===== src/rtl/riscv_fetch_unit_pkg.sv =====
// Shared fetch-stage definitions: opcode constants used by decode/control,
// the architectural NOP word, fetch FSM state encoding and a small PC helper.
package riscv_fetch_unit_pkg;

  // Base RV32I major opcodes, shared with the control unit
  localparam logic [6:0] OPC_LUI    = 7'b0110111;
  localparam logic [6:0] OPC_AUIPC  = 7'b0010111;
  localparam logic [6:0] OPC_JAL    = 7'b1101111;
  localparam logic [6:0] OPC_JALR   = 7'b1100111;
  localparam logic [6:0] OPC_BRANCH = 7'b1100011;
  localparam logic [6:0] OPC_LOAD   = 7'b0000011;
  localparam logic [6:0] OPC_STORE  = 7'b0100011;
  localparam logic [6:0] OPC_OP_IMM = 7'b0010011;
  localparam logic [6:0] OPC_OP     = 7'b0110011;

  // addi x0,x0,0 -- presented to decode whenever no instruction is valid
  localparam logic [31:0] NOP_INST_DEFAULT = 32'h0000_0013;
  localparam logic [31:0] RESET_PC_DEFAULT = 32'h0000_0000;

  // Fetch FSM state encoding
  typedef enum logic [1:0] {
    FS_FETCH = 2'b00,
    FS_HOLD  = 2'b01,
    FS_DRAIN = 2'b10
  } fetch_state_e;

  // Force an address onto a 32-bit word boundary
  function automatic logic [31:0] align_word(input logic [31:0] addr);
    return {addr[31:2], 2'b00};
  endfunction

endpackage


===== src/rtl/riscv_fetch_unit_if.sv =====
// Instruction-memory request/acknowledge bus between fetch and imem.
interface riscv_fetch_unit_if;

  logic        imem_req;
  logic [31:0] imem_addr;
  logic        imem_ack;
  logic [31:0] imem_rdata;

  // Fetch unit drives the request side
  modport master (
    output imem_req,
    output imem_addr,
    input  imem_ack,
    input  imem_rdata
  );

  // Instruction memory answers the request
  modport slave (
    input  imem_req,
    input  imem_addr,
    output imem_ack,
    output imem_rdata
  );

endinterface


===== src/rtl/riscv_pc_next.sv =====
// Next-PC selection for the fetch stage: sequential pc+4 or the word-aligned
// redirect target, plus detection of a misaligned redirect target.
module riscv_pc_next
  import riscv_fetch_unit_pkg::*;
(
  input  logic [31:0] pc,
  input  logic        redirect_valid,
  input  logic [31:0] redirect_pc,
  output logic [31:0] pc_next,
  output logic        misalign
);

  logic [31:0] pc_plus4_s;
  logic [31:0] target_s;

  // Wraps modulo 2^32 with no carry-out; the top word simply rolls over to zero
  assign pc_plus4_s = pc + 32'd4;
  assign target_s   = align_word(redirect_pc);

  // Redirect always wins over sequential flow
  always_comb begin
    pc_next  = pc_plus4_s;
    misalign = 1'b0;
    if (redirect_valid) begin
      pc_next  = target_s;
      misalign = (redirect_pc[1:0] != 2'b00);
    end else begin
      pc_next  = pc_plus4_s;
      misalign = 1'b0;
    end
  end

endmodule


===== src/rtl/riscv_fetch_unit.sv =====
// Instruction fetch stage. Owns the PC, issues one imem request at a time and
// hands each returned word to decode, holding it while decode stalls. A
// redirect that arrives while a request is outstanding parks the FSM in DRAIN
// so the stale response is swallowed before fetching at the new target.
module riscv_fetch_unit
  import riscv_fetch_unit_pkg::*;
#(
  parameter logic [31:0] RESET_PC = RESET_PC_DEFAULT,
  parameter logic [31:0] NOP_INST = NOP_INST_DEFAULT
) (
  input  logic                      clk,
  input  logic                      rst,
  riscv_fetch_unit_if.master        imem,
  input  logic                      redirect_valid,
  input  logic [31:0]               redirect_pc,
  input  logic                      stall,
  output logic                      inst_valid,
  output logic [31:0]               inst,
  output logic [31:0]               inst_pc,
  output logic [6:0]                opcode,
  output logic                      misalign_err
);

  fetch_state_e state_r, state_s;
  logic [31:0]  pc_r, pc_s;
  logic [31:0]  addr_r, addr_s;
  logic [31:0]  inst_r, inst_s;
  logic [31:0]  inst_pc_r, inst_pc_s;
  logic         inst_valid_r, inst_valid_s;
  logic         misalign_r, misalign_s;

  logic [31:0]  pc_next_w;
  logic         misalign_w;

  riscv_pc_next u_pc_next (
    .pc             (pc_r),
    .redirect_valid (redirect_valid),
    .redirect_pc    (redirect_pc),
    .pc_next        (pc_next_w),
    .misalign       (misalign_w)
  );

  // Request is a pure function of state, killed immediately by reset so the
  // memory sees the abort in the same cycle
  assign imem.imem_req  = !rst && ((state_r == FS_FETCH) || (state_r == FS_DRAIN));
  assign imem.imem_addr = addr_r;

  assign inst_valid   = inst_valid_r;
  assign inst         = inst_r;
  assign inst_pc      = inst_pc_r;
  assign opcode       = inst_r[6:0];
  assign misalign_err = misalign_r;

  // Next-state and next-datapath values; redirect outranks stall and ack
  always_comb begin
    state_s      = state_r;
    pc_s         = pc_r;
    addr_s       = addr_r;
    inst_s       = inst_r;
    inst_pc_s    = inst_pc_r;
    inst_valid_s = inst_valid_r;
    misalign_s   = misalign_w;

    if (redirect_valid) begin
      pc_s         = pc_next_w;
      inst_valid_s = 1'b0;
      inst_s       = NOP_INST;
      case (state_r)
        FS_FETCH, FS_DRAIN: begin
          if (imem.imem_ack) begin
            // Outstanding request finished this cycle: drop its data, go straight to target
            state_s = FS_FETCH;
            addr_s  = pc_next_w;
          end else begin
            // Request still in flight: its address must stay put until it completes
            state_s = FS_DRAIN;
            addr_s  = addr_r;
          end
        end
        FS_HOLD: begin
          state_s = FS_FETCH;
          addr_s  = pc_next_w;
        end
        default: begin
          state_s = FS_FETCH;
          addr_s  = pc_next_w;
        end
      endcase
    end else begin
      case (state_r)
        FS_FETCH: begin
          if (imem.imem_ack) begin
            inst_s       = imem.imem_rdata;
            inst_pc_s    = pc_r;
            pc_s         = pc_next_w;
            addr_s       = pc_next_w;
            inst_valid_s = 1'b1;
            state_s      = FS_HOLD;
          end else begin
            state_s = FS_FETCH;
          end
        end
        FS_HOLD: begin
          if (!stall) begin
            inst_valid_s = 1'b0;
            inst_s       = NOP_INST;
            state_s      = FS_FETCH;
          end else begin
            state_s = FS_HOLD;
          end
        end
        FS_DRAIN: begin
          if (imem.imem_ack) begin
            // Stale word discarded; addr now follows the redirected pc
            addr_s  = pc_r;
            state_s = FS_FETCH;
          end else begin
            state_s = FS_DRAIN;
          end
        end
        default: begin
          inst_valid_s = 1'b0;
          inst_s       = NOP_INST;
          addr_s       = pc_r;
          state_s      = FS_FETCH;
        end
      endcase
    end
  end

  // State and datapath registers with synchronous reset
  always_ff @(posedge clk) begin
    if (rst) begin
      state_r      <= FS_FETCH;
      pc_r         <= RESET_PC;
      addr_r       <= RESET_PC;
      inst_r       <= NOP_INST;
      inst_pc_r    <= 32'h0000_0000;
      inst_valid_r <= 1'b0;
      misalign_r   <= 1'b0;
    end else begin
      state_r      <= state_s;
      pc_r         <= pc_s;
      addr_r       <= addr_s;
      inst_r       <= inst_s;
      inst_pc_r    <= inst_pc_s;
      inst_valid_r <= inst_valid_s;
      misalign_r   <= misalign_s;
    end
  end

endmodule


===== src/flat_wrapper.sv =====
// flat-port wrapper written by rule: the top's interface ports become plain ports
module riscv_fetch_unit_flat import riscv_fetch_unit_pkg::*;
#(
  parameter logic [31:0] RESET_PC = RESET_PC_DEFAULT,
  parameter logic [31:0] NOP_INST = NOP_INST_DEFAULT
)
  (clk, rst, redirect_valid, redirect_pc, stall, inst_valid, inst, inst_pc, opcode, misalign_err, imem_imem_req, imem_imem_addr, imem_imem_ack, imem_imem_rdata);
  riscv_fetch_unit_if imem_i ();
  input  logic clk;
  input  logic rst;
  input  logic redirect_valid;
  input  logic [31:0] redirect_pc;
  input  logic stall;
  output logic inst_valid;
  output logic [31:0] inst;
  output logic [31:0] inst_pc;
  output logic [6:0] opcode;
  output logic misalign_err;
  output wire logic [$bits(imem_i.imem_req)-1:0] imem_imem_req;
  output wire logic [$bits(imem_i.imem_addr)-1:0] imem_imem_addr;
  input wire logic [$bits(imem_i.imem_ack)-1:0] imem_imem_ack;
  input wire logic [$bits(imem_i.imem_rdata)-1:0] imem_imem_rdata;
  assign imem_imem_req = imem_i.imem_req;
  assign imem_imem_addr = imem_i.imem_addr;
  assign imem_i.imem_ack = imem_imem_ack;
  assign imem_i.imem_rdata = imem_imem_rdata;
  riscv_fetch_unit #(.RESET_PC(RESET_PC), .NOP_INST(NOP_INST)) u_core (.clk(clk), .rst(rst), .imem(imem_i), .redirect_valid(redirect_valid), .redirect_pc(redirect_pc), .stall(stall), .inst_valid(inst_valid), .inst(inst), .inst_pc(inst_pc), .opcode(opcode), .misalign_err(misalign_err));
endmodule

===== config.mk =====
export PLATFORM = sky130hd
export DESIGN_NAME = riscv_fetch_unit_flat
export DESIGN_NICKNAME = d
export VERILOG_FILES = /design/src/rtl/riscv_fetch_unit_pkg.sv /design/src/rtl/riscv_fetch_unit_if.sv /design/src/rtl/riscv_pc_next.sv /design/src/rtl/riscv_fetch_unit.sv /design/src/flat_wrapper.sv
export SDC_FILE = /design/constraint.sdc
export NUM_CORES = 1
export LEC_CHECK = 0
export CORE_UTILIZATION = 50
export CTS_BUF_LIST = sky130_fd_sc_hd__clkbuf_16
export DETAILED_ROUTE_END_ITERATION = 6
export MAX_ROUTING_LAYER = met4
export PLACE_DENSITY = 0.81
export SYNTH_ARGS = -nofsm -noshare
export SYNTH_HDL_FRONTEND = slang
export SYNTH_SLANG_ARGS = --single-unit

===== constraint.sdc =====
create_clock -name clk -period 5.7 [get_ports clk]
set_clock_uncertainty 0.15 [all_clocks]
set_input_delay 1.71 -clock clk [delete_from_list [all_inputs] [get_ports clk]]
set_output_delay 1.71 -clock clk [all_outputs]
set_load 0.01 [all_outputs]

== Word-level counts from Yosys, hierarchy flattened ==
Cells that the tools add are included.
Word-level totals
  register bits after elaboration: 132
  input bits: 69
  output and inout port bits: 106
  logic and storage cells: 51
Operators by class
  add/subtract/negate cells: 1
  eq/ne operators: 6
  multiplexer cells: 21
  bitwise logic cells: 2
  reduce and logical (&&, ||, !) cells: 14
Operators with widths (count)
  32-bit 2-to-1 mux: 10
  32-bit case mux with 3 select lines: 2
  32-bit by 3-bit adder with 32-bit output (second input constant): 1
  2-bit 2-to-1 mux: 3
  2-bit != test (second input constant): 3
  2-bit case mux with 3 select lines: 1
  3-bit AND reduction: 2
  2-bit nonzero test: 3
  2-bit OR reduction: 3
  1-bit 2-to-1 mux: 4
  2-bit AND reduction: 2
  3-bit != test (second input constant): 1
  1-bit case mux with 3 select lines: 1
  2-bit by 1-bit equality test with 1-bit output (second input constant): 1
  2-bit equality test (second input constant): 1
  2-bit logical NOT: 1
  1-bit NOT: 2
  1-bit logical AND: 1
  1-bit logical NOT: 1
  1-bit logical OR: 1

== Longest topological paths before layout ==
Gate-level depths: netlist of run 1.
  depth in word-level cells: 5
  mapped depth: 8
  gate-level depth less buffers: 6

== By module ==
From an unflattened synthesis of run 1, not the netlist that was laid out.
Unflattened totals
  cells, all modules: 903
  area total of the unflattened synthesis: 7504.7 µm²
Modules (own cells, without submodules)
  riscv_fetch_unit: times used 1, cells each 739, area each 6497.5 µm², sequential area each 2642.5 µm²
  riscv_pc_next: times used 1, cells each 164, area each 1007.2 µm², sequential area each 0.0 µm²

== Worst setup path after synthesis of run 1 ==
Ideal clock, no wire load.
  kind: input port to output port
  from: input port rst
  to: output port imem_imem_req
  arrival time: 2.642 ns
  path slack: 1.198 ns
  stages on the path: 4
  path buffers: 3
  cell sequence: clkbuf_1 > clkbuf_1 > buf_1 > nor2_1
On the way
  longest elaborated chain between the ends: 2
Ends and longest elaborated chain
  from (decl): RTL line flat_wrapper.sv:10  | input logic rst;
  1-bit logical NOT: RTL line riscv_fetch_unit.sv:45  | assign imem.imem_req = !rst && ((state_r == FS_FETCH) || (state_r == FS_DRAIN));
  1-bit logical AND: RTL line riscv_fetch_unit.sv:45
  to (decl): RTL line flat_wrapper.sv:19  | output wire logic [$bits(imem_i.imem_req)-1:0] imem_imem_req;
Every way passes these cells.

== Worst setup path in the final report of run 1 ==
Ends and elaborated chain as after synthesis.

==> qor.yml, run 1 <==
final_cell_mix: "clkdlybuf4s50_1 (172), nand2_1 (155), dfxtp_1 (132)"
finalCriticalPeriod_ns: 4.433
synth_enable_flop_cells: 0
port_buffers: 174
gp_congestion: 0.8909
synthCells: 907
syn_area_mm2: 0.006863
dpl.hpwl_um: 13690
synth_nets: 977
final-setup-viol-count: 0
cts_hold_buf: 0
routedWlPerCell_um: 17.76
fin_crit_sh_pct: 77.78
synth-compound-area-share_pct: 24.28
grt_pass1_vias: 6644
drc: 0
ys_warn_count: 0
setup_tns_ns: 0
setup_ws_ns: 1.267
hold_viol_final: 0
synthTopCellsByArea: "dfxtp_1 (39%), nand2_1 (8.5%), a21oi_1 (5.8%), nor2_1 (4.6%), clkbuf_1 (3.4%)"
powerDensity_mw_per_mm2: 278.7
clock_sinks: 132
n_antenna_cell: 0
rsz0062_at_grt: "no"
crit_start: "rst"
antenna_left: 0
start_kind: "input pin"
die_w_um: 119.2
cts_max_path_buffers: 2
final_layout_size_suffix_gt1_share_pct: 5.518
ctsResizeCount: 0
grt_pass1_wl_um: 34280
synth-adder-area-share_pct: 0.1823
power_leakage_uw: 0.003186
layout_commonest_cell: "clkdlybuf4s50_1"
crit_arrival_ns: 2.57
layout-area-overhead-vs-synth_pct: 32.67
clkLatencyLatePin_ns: 0.42
cts_root_buf: "clkbuf_16"
fp.dieH_um: 119.2
grt_max_degree: 81
status: "complete, no violations"
nets: 1090
yosysTopAreaCell: "dfxtp_1"
synthSimpleGateAreaFrac_pct: 24.89
start_util_pct: 51.62
netlist.area_leader.share_pct: 38.51
worstMarginPinSlew_ns: 1.053
drtIter0Drc: 671
crit_fanout: 3
drv_cap: 0
holdWs_ns: 0.3019
ys.flop_type: "dfxtp_1"
via_per_inst: 5.969
relSlewSlack_pct: 29.80
worstHoldStart: "u_core.inst_pc[24]"
slew_viol_final: 0
drt_wl_total_um: 21470
peakVddDrop_mv: 0.1687
ys_seq_area_share_pct: 38.51
core_mm2: 0.01330
num_rows: 42
first_pass_iters: 7
ios: 175
grt_usage_pct: 31.37
cts_tree: "yes"
crit_type: "in2out"
synthXorXnorAreaFrac_pct: 4.977
grt_antenna_before_repair: 0
synth-seq-cells: 132
fmax_ghz: 0.2256
routed-via-count: 7217
htreeDepth: 4
ys_types: 68
numCtsBuffers: 17
synth_top_family_by_area: "simple AND/OR/NAND/NOR gates"
syn_avg_cell_area_um2: 7.567
hp-class: "reg2reg"
post-cts-setup-buffers: 0
critPathCaptureType: "output pin"
dp_slack_ns: 1.253
synth_async_sr_flop_share_pct: 0
cp_data_required_time_ns: 3.84
fp.dieArea_mm2: 0.01420
path_clk_slew_ns: 0.05
r2r_start: "u_core.state_r[0]"
synthMuxAreaShare_pct: 0.4558
overflow: 0
-- synth_stat cells (12+ instances only) --
cell,number
nor2_1,84
nand3_1,25
nor3_1,28
o22ai_1,12
a22oi_1,29
xor2_1,24
buf_2,15
a211oi_1,27
o21ai_0,40
nand2_1,155
a21oi_1,79
dfxtp_1,132
clkbuf_1,63
xnor2_1,15
-- where the power goes --
group | switching (uW) | internal [uW] | total (uW)
Clock | 400 | 673 | 1070
Sequential | 69.5 | 975 | 1040
Combinational | 218 | 202 | 420
Total | 688 | 1850 | 2540
-- through the flow --
| step | area [um^2] | total power, uW | util, % | cells |
|---|---|---|---|---|
| 2_1_floorplan | 6863 | 1283 | - | 907 |
| 6_report | 9105 | 2538 | 68.48 | 1209 |
| 3_3_place_gp | 8531 | 1467 | 64.16 | 1177 |
| 3_5_place_dp | 8531 | 1473 | 64.16 | 1177 |
| 4_1_cts | 9105 | 2541 | 68.48 | 1209 |
| 5_1_grt | 9105 | 2635 | 68.48 | 1209 |
-- cells by family (layout without fill, tap and decap cells) --
group | Yosys count | count (layout)
xor+xnor | 39 | 39
flops | 132 | 132
mux | 3 | 3
buf+inv | 108 | 234
fa+ha+maj | 1 | 1
compound gates | 258 | 258
simple gates | 366 | 366
-- sequential cells by signal (all words and copies together) (netlist names) --
name	count
u_core.inst_valid	1
u_core.inst	32
u_core.state_r	2
u_core.imem.imem_addr	32
u_core.misalign_err	1
u_core.inst_pc	32
u_core.pc_r	32
-- path summary, 6_finish.rpt --
| path | endpoint | slack, ns | cells past startpoint |
|---|---|---|---|
| worst max-delay path | imem_imem_req | 1.27 | 3 |
| worst min-delay path | u_core.inst_pc[24] | 0.30 | 2 |
| worst max register to register | u_core.inst[27] | 2.87 | 5 |
| worst min register to register | u_core.inst_pc[24] | 0.30 | 2 |
-- worst max-delay path: stages --
cell and delay (ns):
buf_2 0.13, nor2_1 0.14, clkdlybuf4s50_1 0.59
-- layout make-up --
type,count,area [um^2]
multi-input cells,667,3767
flip-flops and latches,132,2643
inverters,11,41.29
clock buffers,17,425.4
well taps,176,220.2
repair buffers,191,1859
clock inverters,15,148.9
fillers,1131,4190
-- metal layers --
metal,wire [um],global-route usage [%],up-vias
li1,-,-,3438
met5,0,-,-
met1,9123,40.64,3332
met2,9635,46.88,391
met3,2053,6.561,56
met4,658,14.32,0
No activity file was read; power rests on OpenSTA's default activity.
==> run 2, diff against run 1 <==
Clock period 5.7 ns to 4.5 ns, I/O delays scaled along.
==> run 2 against run 1 <==
Die area did not move; core utilization increased by 0.39 points; largest cell class unchanged; sequential share of layout area fell by 0.16 points; critical path depth unchanged; highest routed layer unchanged; critical endpoint unchanged; clock power is 27% higher; hold slack about the same; via count up 0.98%; wire length down 0.41%; first-iteration DRC count grew 13%.
==> qor.yml, run 2 (synthesis gave the netlist of run 1 again) <==
fp.dieArea_mm2: 0.01420
gp_congestion: 0.9358
cts_root_buf: "clkbuf_16"
crit_type: "in2out"
core_mm2: 0.01330
timing.rr.end: "u_core.imem.imem_addr[28]"
power_leakage_uw: 0.003223
first_pass_iters: 6
cts_max_path_buffers: 2
drtIter0Drc: 761
peakVddDrop_mv: 0.2625
numCtsBuffers: 17
post_dp_cell_area_mm2: 0.008583
post-cts-setup-buffers: 0
grt_pass1_wl_um: 34070
worstHoldStart: "u_core.inst_pc[14]"
ctsResizeCount: 0
layout_commonest_cell: "clkdlybuf4s50_1"
grt_antenna_before_repair: 0
overflow: 0
cts_hold_buf: 0
fmax_ghz: 0.2710
ios: 175
slew_viol_final: 0
routed-via-count: 7288
setup_ws_ns: 0.8103
via_per_inst: 5.993
cp_data_required_time_ns: 3.00
clkLatencyLatePin_ns: 0.43
critPathCaptureType: "output pin"
grt_pass1_vias: 6718
final-setup-viol-count: 0
routedWlPerCell_um: 17.58
holdPathEnd: "u_core.inst_pc[14]"
grt_max_degree: 82
holdWs_ns: 0.3015
final_cell_mix: "clkdlybuf4s50_1 (172), nand2_1 (155), dfxtp_1 (132)"
cp_slowest_cell: "clkdlybuf4s50_1"
finalCriticalPeriod_ns: 3.690
crit_path_cell_trace: "buf_2 -> nor2_1 -> clkdlybuf4s50_1"
cts_tree: "yes"
layout-area-overhead-vs-synth_pct: 33.42
dpl.hpwl_um: 13950
drc: 0
dp_slack_ns: 0.7770
path_clk_slew_ns: 0.05
critical_path.max_stage_delay_ns: 0.56
worstMarginPinSlew_ns: 1.033
start_util_pct: 51.62
clock_sinks: 132
hp-class: "reg2reg"
powerDensity_mw_per_mm2: 351.9
final_layout_size_suffix_gt1_share_pct: 6.250
fp.dieH_um: 119.2
drt_wl_total_um: 21380
rrSetupSlack_ns: 1.90
start_kind: "input pin"
status: "complete, no violations"
port_buffers: 174
utilization_pct: 68.87
rsz0062_at_grt: "no"
setup_tns_ns: 0
r2r_start: "u_core.state_r[1]"
hold_viol_final: 0
num_rows: 42
r2r.worst_path.cells: 6
grt_usage_pct: 31.31
crit_arrival_ns: 2.19
n_antenna_cell: 0
worstHoldPathCells: 2
crit_fanout: 2
antenna_left: 0
drv_cap: 0
relSlewSlack_pct: 31.16
fin_area_mm2: 0.009156
die_w_um: 119.2
htreeDepth: 4
nets: 1097
fin_crit_sh_pct: 81.99
run 2: worst max-delay path, delay by kind of cell:
family | cells | cell delay [ns]
simple gates | 1 | 0.14
buf+inv | 2 | 0.70
run 2: where the power goes:
part / total [uW] / switching (uW) / leakage [uW] / internal [uW]
clock: 1360 / 510 / 0.000285 / 852
sequential: 1320 / 84.0 / 0.00108 / 1230
combinational: 542 / 282 / 0.00186 / 260
run 2: how the worst max path moves through the flow:
stage / from / slack (ns) / cells after the start / to
after floorplan: rst / 0.72 / 4 / imem_imem_req
after global placement: rst / 0.78 / 3 / imem_imem_req
after detailed placement: rst / 0.78 / 3 / imem_imem_req
after CTS: rst / 0.79 / 3 / imem_imem_req
after global routing: rst / 0.80 / 3 / imem_imem_req
final: rst / 0.81 / 3 / imem_imem_req
run 2: routing by layer:
layer | vias to the layer above | GRT usage, % | routed length (um)
li1 | 3469 | - | -
met3 | 64 | 6.178 | 2123
met2 | 432 | 48.15 | 9629
met1 | 3323 | 39.12 | 8852
met5 | - | - | 0
met4 | 0 | 15.66 | 776
run 2: area by class of cell:
class,count,area [um^2]
multi-input cells,667,3767
clock buffers,17,425.4
well taps,176,220.2
repair buffers,198,1912
flip-flops and latches,132,2643
clock inverters,15,147.6
fillers,1126,4139
inverters,11,41.29
run 2: through the flow:
stage               std cells  total power (uW)
floorplan                 907              1625
global placement         1184              1863
detailed placement       1184              1871
CTS                      1216              3221
global route             1216              3341
finish                   1216              3222
